## config.mk

```make
export PLATFORM = sky130hd
export DESIGN_NAME = shared_counter_arbiter
export DESIGN_NICKNAME = d
export VERILOG_FILES = /design/src/rtl/shared_counter_arbiter_pkg.sv /design/src/rtl/shared_counter_arbiter_rr_pick.sv /design/src/rtl/shared_counter_arbiter.sv
export SDC_FILE = /design/constraint.sdc
export NUM_CORES = 1
export LEC_CHECK = 0
export BUFFER_PORTS_ARGS = -buffer_cell sky130_fd_sc_hd__buf_2
export CAP_MARGIN = 25
export CELL_PAD_IN_SITES_DETAIL_PLACEMENT = 0
export CELL_PAD_IN_SITES_GLOBAL_PLACEMENT = 2
export CORE_MARGIN = 5
export CORE_UTILIZATION = 27
export DETAILED_ROUTE_END_ITERATION = 12
export GPL_ROUTABILITY_DRIVEN = 1
export GPL_TIMING_DRIVEN = 0
export PLACE_DENSITY = 0.75
export SKIP_LAST_GASP = 1
export SYNTH_ARGS = -nofsm -noshare
export SYNTH_HDL_FRONTEND = slang
export SYNTH_SLANG_ARGS = --single-unit
```

## constraint.sdc

```tcl
create_clock -name clk -period 2.4 [get_ports clk]
set_clock_uncertainty 0.2 [all_clocks]
set_input_delay 0.48 -clock clk [delete_from_list [all_inputs] [get_ports clk]]
set_output_delay 0.48 -clock clk [all_outputs]
set_load 0.01 [all_outputs]
```

## src/rtl/shared_counter_arbiter_pkg.sv

```systemverilog
// shared_counter_arbiter_pkg: state encoding, default sizes and onehot helper shared by the counter arbiter.
package shared_counter_arbiter_pkg;
  typedef enum logic [1:0] {IDLE = 2'b00, RUN = 2'b01, DONE = 2'b10} state_t;
  localparam int N_REQ_DEF = 4;
  localparam int CNT_W_DEF = 4;
  function automatic logic [7:0] onehot(input logic [2:0] idx);
    return 8'b1 << idx;
  endfunction
endpackage

```

## src/rtl/shared_counter_arbiter_rr_pick.sv

```systemverilog
// shared_counter_arbiter_rr_pick: combinational round-robin selector, first set req bit after last, wrapping.
module shared_counter_arbiter_rr_pick #(
  parameter int N_REQ = 4,
  parameter int IW = 2
) (
  input  logic [N_REQ-1:0] req,
  input  logic [IW-1:0]    last,
  output logic [IW-1:0]    pick,
  output logic             valid
);
  logic [IW-1:0] idx;
  always_comb begin
    pick = '0;
    idx = '0;
    valid = |req;
    // Walk from the farthest candidate inward so the nearest one after last wins.
    for (int k = N_REQ; k >= 1; k--) begin
      idx = IW'((int'(last) + k) % N_REQ);
      if (req[idx]) pick = idx;
    end
  end
endmodule

```

## src/rtl/shared_counter_arbiter.sv

```systemverilog
// shared_counter_arbiter: one up-counter shared round-robin among requesters, each counting 0..len then pulsing done.
module shared_counter_arbiter
  import shared_counter_arbiter_pkg::*;
#(
  parameter int N_REQ = N_REQ_DEF,
  parameter int CNT_W = CNT_W_DEF
) (
  input  logic               clk,
  input  logic               rst,
  input  logic [N_REQ-1:0]   req,
  input  logic [N_REQ*CNT_W-1:0] len,
  output logic [N_REQ-1:0]   grant,
  output logic [N_REQ-1:0]   done,
  output logic [CNT_W-1:0]   q,
  output logic               busy
);
  localparam int IW = $clog2(N_REQ);
  state_t state_q, state_d;
  logic [N_REQ-1:0] grant_q, grant_d, done_q, done_d;
  logic [CNT_W-1:0] q_q, q_d, tgt_q, tgt_d;
  logic [IW-1:0] last_q, last_d, pick;
  logic valid, at_tgt, owner_req;
  logic [CNT_W-1:0] len_a [N_REQ];
  for (genvar i = 0; i < N_REQ; i++) begin : g_len
    assign len_a[i] = len[i*CNT_W +: CNT_W];
  end
  shared_counter_arbiter_rr_pick #(.N_REQ(N_REQ), .IW(IW)) u_rr_pick (
    .req  (req),
    .last (last_q),
    .pick (pick),
    .valid(valid)
  );
  // last_q doubles as the owner index while a grant is held.
  assign at_tgt = q_q == tgt_q;
  assign owner_req = req[last_q];
  always_ff @(posedge clk) begin
    if (rst) begin
      state_q <= IDLE;
      grant_q <= '0;
      done_q  <= '0;
      q_q     <= '0;
      tgt_q   <= '0;
      last_q  <= IW'(N_REQ - 1);
    end else begin
      state_q <= state_d;
      grant_q <= grant_d;
      done_q  <= done_d;
      q_q     <= q_d;
      tgt_q   <= tgt_d;
      last_q  <= last_d;
    end
  end
  always_comb begin
    state_d = state_q;
    case (state_q)
      IDLE:    state_d = valid ? RUN : IDLE;
      RUN:     state_d = at_tgt ? DONE : owner_req ? RUN : IDLE;
      default: state_d = IDLE;
    endcase
  end
  always_comb begin
    grant_d = grant_q;
    done_d  = '0;
    q_d     = q_q;
    tgt_d   = tgt_q;
    last_d  = last_q;
    case (state_q)
      IDLE: begin
        grant_d = valid ? N_REQ'(onehot(3'(pick))) : '0;
        last_d  = valid ? pick : last_q;
        tgt_d   = valid ? len_a[pick] : tgt_q;
        q_d     = '0;
      end
      RUN: begin
        // Completion takes precedence over a simultaneous abort.
        done_d  = at_tgt ? grant_q : '0;
        grant_d = (at_tgt || owner_req) ? grant_q : '0;
        q_d     = at_tgt ? q_q : owner_req ? q_q + 1'b1 : '0;
      end
      default: begin
        grant_d = '0;
        q_d     = '0;
      end
    endcase
  end
  always_comb begin
    grant = grant_q;
    done  = done_q;
    q     = q_q;
    busy  = state_q != IDLE;
  end
endmodule

```

### After elaboration in Yosys (flattened, before gate mapping)

Index checks and enable logic that the tools add are counted.

* register bits after elaboration: 20
* bits of input ports: 22
* word-level logic and storage cells: 56

* $add $sub $neg: 5
* $lt $le $gt $ge: 6
* equality and inequality tests: 3
* shifts and indexed selects: 1
* multiplexer cells: 25
* bitwise gates (word level): 3
* reductions and logical operators: 7

Operators by type and width (count)
* two-way mux 4 bit: 5
* < comparator 2 x 3 -> 1 bit, second input constant: 5
* binary-select mux 1 bit (select 2 bit): 5
* two-way mux 2 bit: 5
* binary-select mux 4 bit (select 2 bit): 1
* case mux 4 bit (2 select lines): 1
* two-way mux 1 bit: 7
* adder 2 x 1 -> 2 bit, second input constant: 2
* adder 2 bit, second input constant: 2
* adder 4 x 1 -> 4 bit, second input constant: 1
* == test 4 bit: 1
* case mux 2 bit (2 select lines): 1
* OR reduction 4 bit: 1
* left shift 1 x 2 -> 4 bit, first input constant: 1
* >= comparator 3 bit, second input constant: 1
* inverter 2 -> 3 bit: 1
* OR reduction 3 bit: 1
* == test 2 x 1 -> 1 bit, second input constant: 1
* logical NOT 2 bit: 1
* != test 2 bit, second input constant: 1
* inverter 1 bit: 2
* AND reduction 2 bit: 1
* nonzero test 2 bit: 1
* OR reduction 2 bit: 1
* logical OR 1 bit: 1

### Depth between registers and ports, before layout

* word-level depth: 11
* mapped depth: 6
* depth with buffers taken out: 5

### Hierarchy

From an unflattened synthesis, not the netlist that was laid out.

* cells, all modules: 103
* area, all modules: 984.7 um^2

By module, submodules not included
* shared_counter_arbiter: instances 1, cells each 89, area an instance 893.4 um^2, sequential area each 400.4 um^2
* shared_counter_arbiter_rr_pick: instances 1, cells each 14, area an instance 91.3 um^2, sequential area each 0.0 um^2

### Worst setup path after synthesis

Ideal clock, no wire load.

* path type: input-to-reg
* start point: input req[0]
* end point: register tgt_q[3]
* arrival: 1556 ps
* data required time: 2117 ps
* slack: 561 ps
* stages: 4
* buffers on the path: 0
* cell sequence: or2_1 -> a311o_1 -> or3_1 -> o221ai_1

* longest elaborated chain between the ends: 10

RTL lines
* from (decl): RTL line shared_counter_arbiter.sv:10 `input logic [N_REQ-1:0] req,`
* binary-select mux 1 bit (select 2 bit): RTL line shared_counter_arbiter_rr_pick.sv:19 `if (req[idx]) pick = idx;`
* two-way mux 1 bit (implied by the code): RTL line shared_counter_arbiter_rr_pick.sv:19
* two-way mux 2 bit (4 in series): RTL line shared_counter_arbiter_rr_pick.sv:19
* inverter 2 -> 3 bit (implied by the code): RTL line shared_counter_arbiter.sv:71 `tgt_d = valid ? len_a[pick] : tgt_q;`
* binary-select mux 4 bit (select 2 bit): RTL line shared_counter_arbiter.sv:71
* two-way mux 4 bit (implied by the code) (2 in series): RTL line shared_counter_arbiter.sv:71
* to (signal assigned): RTL line shared_counter_arbiter.sv:49 `tgt_q <= tgt_d;`
* to (decl): RTL line shared_counter_arbiter.sv:20 `logic [CNT_W-1:0] q_q, q_d, tgt_q, tgt_d;`

Several ways; a longest one is shown, not always the timed one. The select of a mux whose other input is x is not followed.
A chain may end at the register's enable or synchronous reset.

### Worst setup path in the final report

* start point: register last_q[0]
* end point: register tgt_q[2]

* longest elaborated chain between the ends: 11

RTL lines
* from (decl): RTL line shared_counter_arbiter.sv:21 `logic [IW-1:0] last_q, last_d, pick;`
* from (signal assigned): RTL line shared_counter_arbiter.sv:43 `last_q <= IW'(N_REQ - 1);`
* from (signal assigned): RTL line shared_counter_arbiter.sv:50 `last_q <= last_d;`
* adder 2 x 1 -> 2 bit: RTL line shared_counter_arbiter_rr_pick.sv:18 `idx = IW'((int'(last) + k) % N_REQ);`
* binary-select mux 1 bit (select 2 bit): RTL line shared_counter_arbiter_rr_pick.sv:19
* two-way mux 1 bit (implied by the code): RTL line shared_counter_arbiter_rr_pick.sv:19
* two-way mux 2 bit (3 in series): RTL line shared_counter_arbiter_rr_pick.sv:19
* two-way mux 2 bit *: RTL line shared_counter_arbiter_rr_pick.sv:19
* inverter 2 -> 3 bit (implied by the code) *: RTL line shared_counter_arbiter.sv:71
* binary-select mux 4 bit (select 2 bit) *: RTL line shared_counter_arbiter.sv:71
* two-way mux 4 bit (implied by the code) * (2 in series): RTL line shared_counter_arbiter.sv:71

Mark *: on every way between the ends. The rest lies on a longest branch, timed or not. The select of a mux whose other input is x is not followed.

==> results.cfg <==
[clock_network]
cts_tree = done
cts.clk_slew.worst_paths_ns = 0.13
h-tree-depth = 1
cts_sinks = 20
cts_root_buf = clkbuf_4
cts_setup_buffers = 0
cts.repair.resized = 0
clockBufferDepth = 2
numCtsBuffers = 3
hold_buffers = 0
worstSkewPairLatency_ns = 0.31

[placement]
gp_congestion = 0.7292
hpwl_um = 1829
io_buffer_count = 34

[cells_and_area]
fin_nets = 163
antenna_cells = 0
final_layout_size_suffix_gt1_share_pct = 30.94
syn_to_final_growth_pct = 29.40

[synth]
syn_area_per_cell_um2 = 9.440
yosysMostFrequentCell = dfxtp_1
ys.flop_type = dfxtp_1
synth_edf_count = 0
synth_area_um2 = 953.4
synth_seq_cells = 20
yosys.area.top_type = dfxtp_1
synth_fp_nets = 124
netlist_top_cells_area = dfxtp_1, mux2i_1, xnor2_1
seq_area_frac_synth_pct = 41.99
synthCells = 101
ys_types = 34
yosys.area.top_type_share_pct = 41.99
ys_top_cells_by_count = dfxtp_1, mux2i_1, nand2_1, nor2_1, and2_1
yosys_warnings = 0
ys_async_sr_fraction_pct = 0

[worst_setup_path]
worstReg2RegEnd = tgt_q[2]$_SDFFE_PP0P_
crit_chain = inv_1 -> a221o_1 -> a21oi_2 -> buf_6 -> mux2i_1 -> a221oi_2
r2r_start = last_q[0]$_SDFFE_PP1P_
cp_max_fo = 10
rr_worst_depth = 6
crit_required_ns = 2.38
crit_type = reg2reg
crit_family = compound AO/OA/AOI/OAI gates
cp_slowest_stage_delay_ns = 0.43
cp.buffers_inverters = 2
start_kind = flop
cpMaxStageDelayCell = dfxtp_1
r2r_slack_ns = 0.47
end_kind = flop
critPathArrivalTime_ns = 1.91

[die]
io_pins = 35
dieWidth_um = 69.43
rows = 21
start_util_pct = 28.13
coreArea_um2 = 3390
dieArea_um2 = 4820
fp.dieH_um = 69.43

[hold_path]
hold_end = state_q[0]$_SDFF_PP0_
worstHoldStart = rst
hp-class = in2reg
hold_path_depth = 2

[sta]
clock.fmax_ghz = 0.5173
slew_headroom_pct = 67.56
hold_violations = 0
period_share_pct = 80.54
finalCriticalPeriod_ns = 1.933
setup_viol = 0
setup_tns_ns = 0
rsz0062_at_grt = no
worst_slew_pin_slew_ns = 0.4866
slew_violations = 0

[global_route]
grt_pass1_wl_um = 3801
grt_max_degree = 13
grt_overflow = 0
grt_pass1_vias = 839
grt_antenna_before_repair = 0
grt.total_usage_pct = 9.667

[routing]
drtIter0Drc = 22
vias_per_cell = 4.632
drc = 0
vias = 857
wire_per_inst_um = 12.53
ant_nets = 0
drt_first_pass_iters = 3
finalWirelength_um = 2318

[outcome]
status = finished, final reports clean

[power_and_ir_drop]
p_int_mw = 0.6745
finalPower_mw = 0.9785
combPwrFrac_pct = 29.3
p_per_area_nw_per_um2 = 793.2
seqPwrFrac_pct = 42.3
swShare_pct = 31.08
power_leakage_nw = 0.5693
power_switching_mw = 0.3041
p_clk_share_pct = 28.4
vdd_drop_max_v = 0.0003426

[flow_run]
cap_viol_max_count = 0
-- layout make-up --
| type | count | area [um^2] |
|---|---|---|
| clock inverters | 1 | 30.03 |
| clock buffers | 3 | 22.52 |
| inverters | 6 | 22.52 |
| plain buffers | 1 | 11.26 |
| well taps | 46 | 57.56 |
| multi-input cells | 74 | 519.2 |
| flip-flops and latches | 20 | 400.4 |
| repair buffers | 34 | 170.2 |
| fillers | 361 | 2156 |
-- placed cells by master (no fill, tap or decap), types with 2 or more instances in the layout --
cell type  Yosys  routed
nand3_1        2       2
buf_2          0      34
o21ai_0        4       4
o21ai_1        3       3
nand4_1        2       2
nand2b_1       2       2
dfxtp_1       20      20
mux2i_1        8       8
and2_1         7       7
nor2_1         8       8
nand2_1        8       8
a221oi_1       2       2
clkbuf_4       0       3
xnor2_1        6       6
a21oi_1        3       3
inv_1          6       6
-- per-stage QoR --
step                      area (um^2)  setup slack [ns]  std cells  hold WS, ns  utilization (%)
after floorplan                 953.4            0.5614        101       0.2757                -
after global placement           1181            0.3070        181       0.2572            34.85
after detailed placement         1181            0.2803        181       0.2670            34.85
after CTS                        1234            0.4490        185       0.1579            36.40
after global routing             1234            0.2780        185       0.1620            36.40
final                            1234            0.4670        185       0.1622            36.40
-- registers in the layout (all words and copies together), names as in the netlist --
signal   count
done         4
grant        4
last_q       2
q            4
state_q      2
tgt_q        4
-- logic make-up (layout without fill, tap and decap cells) --
group	after synthesis	after routing	synth area share, %
mux	10	10	12.34
simple gates	36	36	19.55
fa+ha+maj	1	1	1.312
buf+inv	7	45	3.543
flops	20	20	41.99
compound gates	21	21	15.75
xor+xnor	6	6	5.512
-- worst max-delay path by stage --
| stage | slack (ns) | endpoint | cells past startpoint | startpoint |
|---|---|---|---|---|
| 2_1_floorplan | 0.56 | tgt_q[3]$_SDFFE_PP0P_ | 4 | req[0] |
| 3_3_place_gp | 0.31 | tgt_q[3]$_SDFFE_PP0P_ | 6 | req[1] |
| 3_5_place_dp | 0.28 | tgt_q[3]$_SDFFE_PP0P_ | 6 | req[1] |
| 4_1_cts | 0.45 | tgt_q[2]$_SDFFE_PP0P_ | 6 | last_q[0]$_SDFFE_PP1P_ |
| 5_1_grt | 0.28 | tgt_q[2]$_SDFFE_PP0P_ | 6 | last_q[0]$_SDFFE_PP1P_ |
| 6_report | 0.47 | tgt_q[2]$_SDFFE_PP0P_ | 6 | last_q[0]$_SDFFE_PP1P_ |
-- metal layers --
| layer | wire [um] | share of wire [%] | global-route usage, % |
|---|---|---|---|
| met5 | 0 | 0 | 0 |
| met4 | 0 | 0 | 3.254 |
| met3 | 132 | 5.7 | 3.188 |
| met2 | 1034 | 45 | 15.15 |
| met1 | 1151 | 50 | 12.39 |
-- power by group through the flow --
stage | Sequential (mW) | Clock, mW | Combinational [mW]
final | 0.414 | 0.277 | 0.287
after CTS | 0.413 | 0.281 | 0.290
after floorplan | 0.414 | 0 | 0.205
after global routing | 0.421 | 0.294 | 0.318
after global placement | 0.420 | 0 | 0.285
after detailed placement | 0.421 | 0 | 0.288
(Power assumes the default switching activity.)
